File: config.mk
export PLATFORM = sky130hd
export DESIGN_NAME = dsss_tx_sequencer
export DESIGN_NICKNAME = d
export VERILOG_FILES = /design/src/rtl/dsss_tx_sequencer.sv
export SDC_FILE = /design/constraint.sdc
export NUM_CORES = 1
export LEC_CHECK = 0
export ABC_AREA = 1
export BUFFER_PORTS_ARGS = -buffer_cell sky130_fd_sc_hd__buf_2
export CAP_MARGIN = 20
export CORE_UTILIZATION = 50
export DETAILED_ROUTE_END_ITERATION = 12
export PLACE_DENSITY = 0.8
export SYNTH_ARGS = -nofsm -noshare
export SYNTH_HDL_FRONTEND = slang
export SYNTH_SLANG_ARGS = --single-unit
export TNS_END_PERCENT = 5
File: constraint.sdc
create_clock -name clk -period 3.1 [get_ports clk]
set_input_delay 0.155 -clock clk [delete_from_list [all_inputs] [get_ports clk]]
set_output_delay 0.155 -clock clk [all_outputs]
set_load 0.01 [all_outputs]
File: src/rtl/dsss_tx_sequencer.sv
// DSSS transmit sequencer: walks carrier LUT phase, steps the PN generator per chip,
// and frames preamble + data bits with a valid/ready bit handshake.
module dsss_tx_sequencer #(
    parameter int unsigned SAMPLES_PER_CYCLE = 36,
    parameter int unsigned CYCLES_PER_CHIP   = 1,
    parameter int unsigned CHIPS_PER_BIT     = 7,
    parameter int unsigned PREAMBLE_BITS     = 2
) (
    input  logic       clk,
    input  logic       rst_n,
    input  logic       start,
    input  logic       abort,
    input  logic [7:0] frame_len,
    input  logic       data_in,
    input  logic       data_valid,
    output logic       data_ready,
    input  logic       pn_chip,
    output logic       pn_advance,
    output logic [5:0] phase_addr,
    output logic       carrier_en,
    output logic       polarity,
    output logic       busy,
    output logic       frame_done,
    output logic       underrun
);
    localparam int unsigned CYC_W  = (CYCLES_PER_CHIP > 1) ? $clog2(CYCLES_PER_CHIP) : 1;
    localparam int unsigned CHIP_W = (CHIPS_PER_BIT > 1) ? $clog2(CHIPS_PER_BIT) : 1;
    localparam logic [5:0]        PHASE_LAST = 6'(SAMPLES_PER_CYCLE - 1);
    localparam logic [CYC_W-1:0]  CYC_LAST   = CYC_W'(CYCLES_PER_CHIP - 1);
    localparam logic [CHIP_W-1:0] CHIP_LAST  = CHIP_W'(CHIPS_PER_BIT - 1);
    localparam logic [7:0]        PRE_LAST   = 8'(PREAMBLE_BITS - 1);

    typedef enum logic [1:0] {IDLE, PREAMBLE, DATA, DONE} state_t;

    state_t              state_q, state_d;
    logic [5:0]          phase_q, phase_d;
    logic [CYC_W-1:0]    cyc_q, cyc_d;
    logic [CHIP_W-1:0]   chip_q, chip_d;
    logic [7:0]          bit_q, bit_d;
    logic [7:0]          len_q, len_d;
    logic                cur_bit_q, cur_bit_d;
    logic                data_ready_q, data_ready_d;
    logic                pn_advance_q, pn_advance_d;
    logic                carrier_en_q, carrier_en_d;
    logic                busy_q, busy_d;
    logic                frame_done_q, frame_done_d;
    logic                underrun_q, underrun_d;
    logic                chip_end, bit_end, next_bit, active_d;

    always_comb begin
        state_d   = state_q;
        phase_d   = phase_q;
        cyc_d     = cyc_q;
        chip_d    = chip_q;
        bit_d     = bit_q;
        len_d     = len_q;
        cur_bit_d = cur_bit_q;
        chip_end  = (phase_q == PHASE_LAST) && (cyc_q == CYC_LAST);
        bit_end   = chip_end && (chip_q == CHIP_LAST);
        // A starved handshake still advances the frame, sending a 0 bit.
        next_bit   = data_ready_q & data_valid & data_in;
        underrun_d = data_ready_q & ~data_valid;

        case (state_q)
            IDLE: begin
                if (start && (frame_len != '0)) begin
                    state_d   = PREAMBLE;
                    len_d     = frame_len;
                    phase_d   = '0;
                    cyc_d     = '0;
                    chip_d    = '0;
                    bit_d     = '0;
                    cur_bit_d = 1'b0;
                end
            end
            PREAMBLE, DATA: begin
                phase_d = (phase_q == PHASE_LAST) ? '0 : phase_q + 6'd1;
                if (phase_q == PHASE_LAST)
                    cyc_d = (cyc_q == CYC_LAST) ? '0 : cyc_q + 1'b1;
                if (chip_end)
                    chip_d = (chip_q == CHIP_LAST) ? '0 : chip_q + 1'b1;
                if (bit_end) begin
                    if (state_q == PREAMBLE && bit_q != PRE_LAST) begin
                        bit_d = bit_q + 8'd1;
                    end else if (state_q == PREAMBLE) begin
                        state_d   = DATA;
                        bit_d     = '0;
                        cur_bit_d = next_bit;
                    end else if (bit_q == len_q - 8'd1) begin
                        state_d   = DONE;
                        phase_d   = '0;
                        cyc_d     = '0;
                        chip_d    = '0;
                        bit_d     = '0;
                        cur_bit_d = 1'b0;
                    end else begin
                        bit_d     = bit_q + 8'd1;
                        cur_bit_d = next_bit;
                    end
                end
            end
            DONE:    state_d = IDLE;
            default: state_d = IDLE;
        endcase

        if (abort) begin
            state_d    = IDLE;
            phase_d    = '0;
            cyc_d      = '0;
            chip_d     = '0;
            bit_d      = '0;
            cur_bit_d  = 1'b0;
            underrun_d = 1'b0;
        end

        // Registered outputs are decoded from next-state values so they line up with the counters.
        active_d      = (state_d == PREAMBLE) || (state_d == DATA);
        carrier_en_d  = active_d;
        busy_d        = (state_d != IDLE);
        frame_done_d  = (state_d == DONE);
        pn_advance_d  = active_d && (phase_d == PHASE_LAST) && (cyc_d == CYC_LAST);
        data_ready_d  = pn_advance_d && (chip_d == CHIP_LAST) &&
                        (((state_d == PREAMBLE) && (bit_d == PRE_LAST)) ||
                         ((state_d == DATA) && (({1'b0, bit_d} + 9'd1) < {1'b0, len_d})));
    end

    always_ff @(posedge clk or negedge rst_n) begin
        if (!rst_n) begin
            state_q      <= IDLE;
            phase_q      <= '0;
            cyc_q        <= '0;
            chip_q       <= '0;
            bit_q        <= '0;
            len_q        <= '0;
            cur_bit_q    <= 1'b0;
            data_ready_q <= 1'b0;
            pn_advance_q <= 1'b0;
            carrier_en_q <= 1'b0;
            busy_q       <= 1'b0;
            frame_done_q <= 1'b0;
            underrun_q   <= 1'b0;
        end else begin
            state_q      <= state_d;
            phase_q      <= phase_d;
            cyc_q        <= cyc_d;
            chip_q       <= chip_d;
            bit_q        <= bit_d;
            len_q        <= len_d;
            cur_bit_q    <= cur_bit_d;
            data_ready_q <= data_ready_d;
            pn_advance_q <= pn_advance_d;
            carrier_en_q <= carrier_en_d;
            busy_q       <= busy_d;
            frame_done_q <= frame_done_d;
            underrun_q   <= underrun_d;
        end
    end

    assign data_ready = data_ready_q;
    assign pn_advance = pn_advance_q;
    assign phase_addr = phase_q;
    assign carrier_en = carrier_en_q;
    assign busy       = busy_q;
    assign frame_done = frame_done_q;
    assign underrun   = underrun_q;
    assign polarity   = carrier_en_q & (cur_bit_q ^ pn_chip);
endmodule

==> metrics.cfg <==
[outcome]
status=complete, but fails checks
failed_checks=setup timing

[cts]
cts_tree=yes
cts_inserted_buffers=5
ctsLongestPathBuffers=2
cts_root_buffer=clkbuf_8
clkSinkCount=35
worstSkewPairLatency_ps=290
clk_pin_slew_worst_paths_ps=80
ctsHtreeMaxLevel=2

[worst_setup_path]
cp_slowest_cell=dfrtp_1
cp_max_fo=6
worstPathRequired_ps=3330
path_common_cell=nand2_1
endpoint_kind=flop
max_stage_delay_ps=400
critPathArrivalTime_ps=3520
start_kind=flop
criticalPathCategory=flop to flop

[timing]
layout_min_cycle_time_ps=3300
hold_viol_final=0
setup-violations-final=1
max_freq_mhz=303
worst-slew-pin-transition_ps=819
tns_ps=-195
grt_setup_unrepaired=yes
slew_viol_final=0
layout_setup_ws_ps=-195
max-slew-margin-rel=0.454
timing.final.crit_share=1.06
fin_worst_skew_ps=5.99

[layout]
fillers=432
nets=543
final_common_cell=nand2_1
antenna_cells=0
drive_above_1_share=0.281
layout_common_cells=nand2_1 (92), inv_1 (74), buf_4 (58)
syn_to_final_growth_pct=31.2
fin_cells=581
final_area_mm2=0.00379

[placed_design]
gp_congestion=0.930
post-place-cells=566
place_area_mm2=0.00350
port_buffers=27
place_ws_ps=-263
dp_hpwl_um=6430

[logic_synthesis]
ys_types=38
synthMuxAreaShare=0
synth_xor_xnor_area_share=0.0485
synth_compound_area_frac=0.137
syn_nets=459
synth_top_family_by_area=simple AND/OR/NAND/NOR gates
ys_seq_elements=35
synth_area_per_cell_um2=6.81
syn_area_mm2=0.00289
yosysWarnings=0
yosysSeqAreaShare=0.303
synthCells=424
synthSimpleGateAreaFrac=0.302
async_reset_ff_frac=1.00
synth_edf_count=0
synth_fa_ha_area_frac=0.0866
ys_dominant_reg_cell=dfrtp_1

[drt]
postRouteAntennaNets=0
first_iter_violations=475
wl_um=8740
wl_per_cell_um=15.0
vias=3182
via_per_inst=5.48
drc_errors=0
dr.pass1.iters=6

[run]
drv_cap=0

[global_routing]
grt_pass1_wl_um=14300
grt_max_degree=36
grt_pass1_vias=3074
grt_usage=0.304
overflow=0
antenna_found_initial=0

[die]
core_area_mm2=0.00554
start_util=0.521
io_pins=28
die_h_um=78.0
rows=27
die_w_um=78.0
dieArea_mm2=0.00609

[worst_hold_path]
hp-class=input pin to flop

[power]
power_mw=1.19
peakVddDrop_uv=201
power.density_mw_per_mm2=315
p_leak_nw=2.07

[power by group]
part	total [mW]	internal (mW)	leakage [nW]	switching, mW
sequential	0.489	0.475	0.463	0.0134
clock	0.454	0.265	0.0618	0.189
combinational	0.251	0.101	1.54	0.151
total	1.19	0.841	2.07	0.353
[what timing repair did]
item	CTS	global route
hold buffers	1	0
endpoints found under the setup margin	1	1
pin swaps	13	7
buffers inserted	4	2
gates cloned	0	0
endpoints found under the hold margin	35	0
resized for setup	12	12
[cell usage after synthesis, types with 2 or more instances]
cell type | instances | area share
a31oi_1 | 2 | 0.0043
nor2_2 | 3 | 0.0065
dfrtp_1 | 35 | 0.30
o21ai_0 | 31 | 0.054
nand3_1 | 31 | 0.054
o211ai_1 | 4 | 0.010
nor3b_1 | 3 | 0.0078
nor4_1 | 2 | 0.0043
nand2_1 | 99 | 0.13
a21oi_1 | 20 | 0.035
nor3_1 | 3 | 0.0052
a211oi_1 | 2 | 0.0052
nand2_2 | 2 | 0.0043
xor2_1 | 13 | 0.039
clkbuf_1 | 6 | 0.0078
or2_2 | 3 | 0.0065
nor2_1 | 35 | 0.045
ha_1 | 20 | 0.087
nand4_1 | 7 | 0.015
xnor2_1 | 3 | 0.0091
o221ai_1 | 3 | 0.0091
inv_2 | 2 | 0.0026
inv_1 | 80 | 0.10
[state kept, by name (all words and copies together) (netlist names)]
register,cells
pn_advance,1
chip_q,3
phase_addr,6
len_q,8
cyc_q,1
carrier_en,1
underrun,1
busy,1
data_ready,1
state_q,2
bit_q,8
cur_bit_q,1
frame_done,1
[worst max-delay path, delay by kind of cell (launching register included)]
family | cells | cell delay, ps
buffers and inverters | 4 | 250
flip-flops | 1 | 400
AO/OA/AOI/OAI | 3 | 400
XOR/XNOR | 1 | 140
AND/OR/NAND/NOR | 18 | 1390
adder cells (fa/ha/maj) | 3 | 630
[kinds of logic (layout without fill, tap and decap cells)]
group,after synthesis,count (layout)
xor gates and xnor gates,16,16
and+or+nand+nor,193,193
adders and majority gates,20,20
AOI/OAI and AO/OA,68,68
DFF,35,35
buffers and inverters,92,177
[final cells by class]
cell class,count,area [um^2],area share
tap,72,90.1,0.0238
inverter,83,317,0.0835
multi-input combinational,297,1810,0.477
timing repair buffer,86,581,0.153
clock buffer,6,82.6,0.0218
sequential,35,876,0.231
clock inverter,2,38.8,0.0102
[stage by stage]
stage	hold WS, ps	utilization
finish	32.2	0.684
floorplan	-141	-
global placement	281	0.632
global route	27.9	0.684
detailed placement	290	0.632
CTS	35.1	0.671
[per-layer routing]
layer | track usage | vias up | part of all wire
met1 | 0.393 | 1472 | 0.42
li1 | - | 1519 | -
met2 | 0.490 | 164 | 0.47
met4 | 0.131 | 0 | 0.033
met5 | 0 | - | 0
met3 | 0.0651 | 27 | 0.082
[path summary, 6_finish.rpt]
check	start	cells after the start	to	slack, ps
worst min register to register	data_ready	1	underrun	590
min in group asynchronous	rst_n	2	phase_addr[3]	490
worst max register to register	len_q[1]	29	data_ready	-200
worst min-delay path	data_valid	2	underrun	30
worst max-delay path	len_q[1]	29	data_ready	-200
max in group asynchronous	rst_n	2	len_q[1]	2100
Note: power is estimated with default switching activity, not from simulation.
